===== src/rtl/uart_pkg.sv =====
// Shared types and default sizing for the UART transmit write buffer.
package uart_pkg;

    localparam int DEFAULT_DATA_W = 8;
    localparam int DEFAULT_DEPTH  = 16;

    // Launch FSM: IDLE waits for a queued word, START carries the one-cycle
    // pulse, WAIT_ACK waits for the transmitter to go busy, WAIT_DONE waits
    // for the frame to finish.
    typedef enum logic [1:0] {
        IDLE      = 2'd0,
        START     = 2'd1,
        WAIT_ACK  = 2'd2,
        WAIT_DONE = 2'd3
    } tx_state_e;

endpackage


===== src/rtl/sync_fifo.sv =====
// Single-clock FIFO with wrapping pointers, registered level/full/empty,
// synchronous flush and a first-word-fall-through head output.
module sync_fifo
    import uart_pkg::*;
#(
    parameter int DATA_W = DEFAULT_DATA_W,
    parameter int DEPTH  = DEFAULT_DEPTH,
    parameter int LVL_W  = $clog2(DEPTH) + 1
) (
    input  logic              clk_50M,
    input  logic              reset_n,
    input  logic              push,
    input  logic              pop,
    input  logic              flush,
    input  logic [DATA_W-1:0] wr_data,
    output logic [DATA_W-1:0] head,
    output logic [LVL_W-1:0]  level,
    output logic              full,
    output logic              empty
);

    localparam int PTR_W = $clog2(DEPTH);

    logic [DATA_W-1:0] mem [DEPTH];

    logic [PTR_W-1:0] wr_ptr_q, wr_ptr_d;
    logic [PTR_W-1:0] rd_ptr_q, rd_ptr_d;
    logic [LVL_W-1:0] level_q,  level_d;
    logic             full_q,   full_d;
    logic             empty_q,  empty_d;

    // Next pointer/level state; flush wins over both push and pop.
    always_comb begin
        wr_ptr_d = wr_ptr_q;
        rd_ptr_d = rd_ptr_q;
        level_d  = level_q;
        if (flush) begin
            wr_ptr_d = '0;
            rd_ptr_d = '0;
            level_d  = '0;
        end else begin
            if (push) wr_ptr_d = wr_ptr_q + PTR_W'(1);
            if (pop)  rd_ptr_d = rd_ptr_q + PTR_W'(1);
            case ({push, pop})
                2'b10:   level_d = level_q + LVL_W'(1);
                2'b01:   level_d = level_q - LVL_W'(1);
                default: level_d = level_q;
            endcase
        end
        full_d  = (level_d == LVL_W'(DEPTH));
        empty_d = (level_d == '0);
    end

    // Pointer and status registers.
    always_ff @(posedge clk_50M or negedge reset_n) begin
        if (!reset_n) begin
            wr_ptr_q <= '0;
            rd_ptr_q <= '0;
            level_q  <= '0;
            full_q   <= 1'b0;
            empty_q  <= 1'b1;
        end else begin
            wr_ptr_q <= wr_ptr_d;
            rd_ptr_q <= rd_ptr_d;
            level_q  <= level_d;
            full_q   <= full_d;
            empty_q  <= empty_d;
        end
    end

    // Storage array; at full a simultaneous pop frees the slot being written,
    // and the head has already been read combinationally this cycle.
    always_ff @(posedge clk_50M) begin
        if (push && !flush) mem[wr_ptr_q] <= wr_data;
    end

    assign head  = mem[rd_ptr_q];
    assign level = level_q;
    assign full  = full_q;
    assign empty = empty_q;

endmodule


===== src/rtl/uart_tx_write_buffer.sv =====
// Host-side transmit buffer: queues host writes and launches one start pulse
// per word towards the UART transmitter whenever it is idle.
module uart_tx_write_buffer
    import uart_pkg::*;
#(
    parameter int DATA_W = DEFAULT_DATA_W,
    parameter int DEPTH  = DEFAULT_DEPTH,
    parameter int LVL_W  = $clog2(DEPTH) + 1
) (
    input  logic              clk_50M,
    input  logic              reset_n,
    input  logic              write,
    input  logic [DATA_W-1:0] write_data,
    input  logic              flush,
    input  logic              clr_ovf,
    input  logic              tx_busy,
    output logic              start,
    output logic [DATA_W-1:0] tx_data,
    output logic              full,
    output logic              empty,
    output logic [LVL_W-1:0]  level,
    output logic              overflow
);

    tx_state_e         state_q;
    logic              start_q;
    logic [DATA_W-1:0] tx_data_q;
    logic              overflow_q, overflow_d;

    logic              pop;
    logic              push;
    logic              drop;
    logic [DATA_W-1:0] fifo_head;
    logic              fifo_full;
    logic              fifo_empty;

    // Pop/push/drop decode and sticky overflow next state (a drop beats a clear).
    always_comb begin
        pop  = (state_q == IDLE) && !fifo_empty && !tx_busy && !flush;
        push = write && !flush && (!fifo_full || pop);
        drop = write && !flush && fifo_full && !pop;
        overflow_d = overflow_q;
        if (drop)         overflow_d = 1'b1;
        else if (clr_ovf) overflow_d = 1'b0;
    end

    sync_fifo #(
        .DATA_W (DATA_W),
        .DEPTH  (DEPTH),
        .LVL_W  (LVL_W)
    ) u_fifo (
        .clk_50M (clk_50M),
        .reset_n (reset_n),
        .push    (push),
        .pop     (pop),
        .flush   (flush),
        .wr_data (write_data),
        .head    (fifo_head),
        .level   (level),
        .full    (fifo_full),
        .empty   (fifo_empty)
    );

    // Launch FSM with registered start pulse and held transmit word.
    always_ff @(posedge clk_50M or negedge reset_n) begin
        if (!reset_n) begin
            state_q   <= IDLE;
            start_q   <= 1'b0;
            tx_data_q <= '0;
        end else begin
            case (state_q)
                IDLE: begin
                    if (pop) begin
                        tx_data_q <= fifo_head;
                        start_q   <= 1'b1;
                        state_q   <= START;
                    end
                end
                START: begin
                    start_q <= 1'b0;
                    state_q <= tx_busy ? WAIT_DONE : WAIT_ACK;
                end
                WAIT_ACK: begin
                    if (tx_busy) state_q <= WAIT_DONE;
                end
                WAIT_DONE: begin
                    if (!tx_busy) state_q <= IDLE;
                end
                default: begin
                    start_q <= 1'b0;
                    state_q <= IDLE;
                end
            endcase
        end
    end

    // Sticky overflow flag.
    always_ff @(posedge clk_50M or negedge reset_n) begin
        if (!reset_n) overflow_q <= 1'b0;
        else          overflow_q <= overflow_d;
    end

    assign start    = start_q;
    assign tx_data  = tx_data_q;
    assign full     = fifo_full;
    assign empty    = fifo_empty;
    assign overflow = overflow_q;

endmodule


===== config.mk =====
export PLATFORM = sky130hd
export DESIGN_NAME = uart_tx_write_buffer
export DESIGN_NICKNAME = d
export VERILOG_FILES = /design/src/rtl/uart_pkg.sv /design/src/rtl/sync_fifo.sv /design/src/rtl/uart_tx_write_buffer.sv
export SDC_FILE = /design/constraint.sdc
export NUM_CORES = 1
export LEC_CHECK = 0
export ABC_AREA = 1
export CAP_MARGIN = 25
export CORE_MARGIN = 2
export CORE_UTILIZATION = 55
export CTS_CLUSTER_SIZE = 12
export DETAILED_ROUTE_END_ITERATION = 10
export HOLD_SLACK_MARGIN = 0.02
export PLACE_DENSITY = 0.74
export RECOVER_POWER = 100
export SLEW_MARGIN = 5
export SYNTH_ARGS = -nofsm -noshare
export SYNTH_HDL_FRONTEND = slang
export SYNTH_SLANG_ARGS = --single-unit

===== constraint.sdc =====
create_clock -name clk_50M -period 3.5 [get_ports clk_50M]
set_input_delay 0.7 -clock clk_50M [delete_from_list [all_inputs] [get_ports clk_50M]]
set_output_delay 0.7 -clock clk_50M [all_outputs]
set_load 0.05 [all_outputs]

==> metrics.csv <==
stage;metric;value;unit
status;outcome;finished, final reports clean;
worst_setup_path;timing_worst_setup_path_type;primary input to flip-flop;
timing;finalSetupTns;0;ns
floorplan;rows;39;
clock_tree;clkTransAtPathRegs;0.06;ns
yosys;yosys.area.top_type_share;58.3;%
final_layout;final.fill_count;836;
power_and_ir_drop;powerDensity;618;nW/um2
power_and_ir_drop;ir_drop;0.393;mV
power_and_ir_drop;leakagePower;0.00282;uW
worst_setup_path;path_max_fanout;6;
place;io_buffers;30;
flow_run;max_cap_violations;0;
floorplan;die_h;113;um
clock_tree;cts_tree;built;
final_layout;final_util;65.6;%
yosys;synth.distinct_cells;26;
yosys;seq_area_frac_synth;68.6;%
timing;clock.fmax;323;MHz
timing;finalCritPeriodShare;88.6;%
hold_path;worstHoldStart;tx_data[4];
clock_tree;cts.root.buffer_cell;clkbuf_16;
final_layout;diodes;0;
place;dp_hpwl;8860;um
yosys;synth.avg_cell_area;11.5;um2
drt;drcViolationCount;0;
floorplan;ioPinCount;31;
place;preCtsSetupSlack;0.176;ns
worst_setup_path;crit-reg2reg-launch;state_q[0];
yosys;synth_area_leaders;edfxtp_1, dfrtp_1, nor2_1;
clock_tree;clock_path_buffers;2;
drt;wl_per_cell;18.3;um
clock_tree;htree_num_levels;4;
floorplan;die-width;113;um
final_layout;fin_nets;644;
drt;ant_nets;0;
timing;layout_min_cycle_time;3.10;ns
clock_tree;clock_sinks;155;
global_routing;grt_pass1_wl;22600;um
final_layout;layout-area-overhead-vs-synth;15.0;%
yosys;synthCells;573;
timing;skew;0.00799;ns
global_routing;grt_usage;23.2;%
timing;setup-violations-final;0;
global_routing;antenna_found_initial;0;
place;gp_congestion;0.880;
worst_setup_path;crit_path_start;tx_busy;
drt;vias_per_cell;5.76;
drt;drt-initial-drc-count;424;
timing;rsz0062_at_grt;no;
floorplan;core-area;11600;um2
clock_tree;hold_buffers;0;
yosys;synth_largest_area_cell;edfxtp_1;
drt;wl;14100;um
worst_setup_path;cp_data_required_time;3.85;ns
final_layout;multiInputGateArea;1800;um2
hold_path;hold_class;flip-flop to flip-flop;
worst_setup_path;worstPathArrival;3.45;ns
drt;num_vias;4449;
timing;drv_slew;0;
yosys;yosys_warnings;0;
clock_tree;ctsResizeCount;0;
floorplan;dieArea;12900;um2
floorplan;start_util;57.0;%
global_routing;gr-total-overflow;0;
final_layout;seqCellArea;4520;um2
yosys;synth-seq-cells;155;
timing;fin_ws;0.400;ns
worst_setup_path;endpoint_kind;flip-flop;
timing;tightest_slew;1.29;ns
final_layout;drive_gt1_share;6.98;%
worst_setup_path;startpoint_type;primary input;
clock_tree;clock_latency;0.42;ns
clock_tree;cts_setup_buffers;0;
timing;relSlewSlack;14.3;%
drt;first_pass_iters;5;
yosys;synth_area;6590;um2
yosys;synth_fp_nets;600;
global_routing;grt_start_max_net_pins;67;
clock_tree;cts_buffers;17;
global_routing;grt_pass1_vias;4283;
timing;timing.final.hold_violations;0;
layer usage:
metal / up-vias / track usage [%] / part of all wire, %
met5: - / 0 / 0
met4: 0 / 7.80 / 1.9
met3: 25 / 4.94 / 6.9
met2: 177 / 37.0 / 49
met1: 2145 / 32.4 / 42
li1: 2102 / - / -
sequential cells by signal, indices dropped and copies added, names as in the netlist:
name             count
u_fifo.mem         128
tx_data              8
u_fifo.level         5
u_fifo.rd_ptr_q      4
u_fifo.wr_ptr_q      4
state_q              2
overflow             1
start                1
u_fifo.empty         1
u_fifo.full          1
power breakdown:
group	internal [uW]	leakage [uW]	switching (uW)	total, uW
Combinational	242	0.00104	577	819
Clock	935	0.000276	776	1710
Sequential	2090	0.00150	61.8	2150
Total	3270	0.00282	1420	4690
critical path: stages:
cell and delay [ns]:
dlygate4sd3_1 0.63, nor3_4 0.25, nand2_1 0.15, a21oi_4 0.16, inv_2 0.07, ha_1 0.27
xor2_1 0.24, ha_1 0.27, o21ai_0 0.24, o21ai_0 0.14, a21oi_1 0.13, nand2_1 0.08
nor2_1 0.10
metrics by stage:
stage                     power (uW)  instance area [um2]  hold WS (ns)  std cells
after floorplan                 2760                 6590         0.404        573
after global placement          3000                 7080         0.467        740
after detailed placement        3030                 7080         0.481        740
after CTS                       4730                 7630         0.492        772
after global routing            4860                 7590         0.518        773
final                           4690                 7590         0.479        773
path summary, 6_finish.rpt:
path	endpoint	slack, ns	cells after the start
hold reg to reg	tx_data[4]	0.48	2
setup / recovery	u_fifo.empty	0.40	13
max in group asynchronous	u_fifo.empty	1.73	2
setup reg to reg	u_fifo.empty	0.59	15
hold / removal	tx_data[4]	0.48	2
min in group asynchronous	state_q[1]	0.85	1
cell usage after synthesis, drive strengths merged:
| cell type | instances |
|---|---|
| a21oi | 12 |
| buf | 24 |
| clkbuf | 5 |
| clkinv | 1 |
| dfrtp | 26 |
| dfstp | 1 |
| edfxtp | 128 |
| ha | 13 |
| inv | 23 |
| mux2i | 1 |
| nand2 | 77 |
| nand3 | 25 |
| nor2 | 123 |
| nor3 | 2 |
| o211ai | 32 |
| o21ai | 75 |
| o22ai | 2 |
| xnor2 | 2 |
| xor2 | 1 |
cell usage in the layout (no fill, tap or decap), drive strengths merged:
master         count
dfrtp             26
clkinv             7
o22ai              2
buf                4
inv               31
nor2             123
mux2i              1
xnor2              2
a21oi             12
dfstp              1
ha                13
dlygate4sd3       27
clkbuf            37
clkdlybuf4s50      3
nor3               2
o21ai             75
clkinvlp           1
xor2               1
edfxtp           128
o211ai            32
nand2             77
nand3             25
cell type report:
type | instances | area share, %
sequential | 155 | 59.6
multi-input combinational | 365 | 23.7
timing repair buffer | 54 | 5.79
clock buffer | 17 | 5.61
tap | 143 | 2.36
clock inverter | 15 | 1.75
inverter | 24 | 1.19
logic make-up after synthesis:
group | share of synthesized area [%]
AO/OA/AOI/OAI | 10.6
XOR/XNOR | 0.399
adder cells (fa/ha/maj) | 2.47
buffers and inverters | 4.14
flip-flops | 68.6
multiplexers | 0.152
AND/OR/NAND/NOR | 13.7
Power figures use the tool's default switching activity.
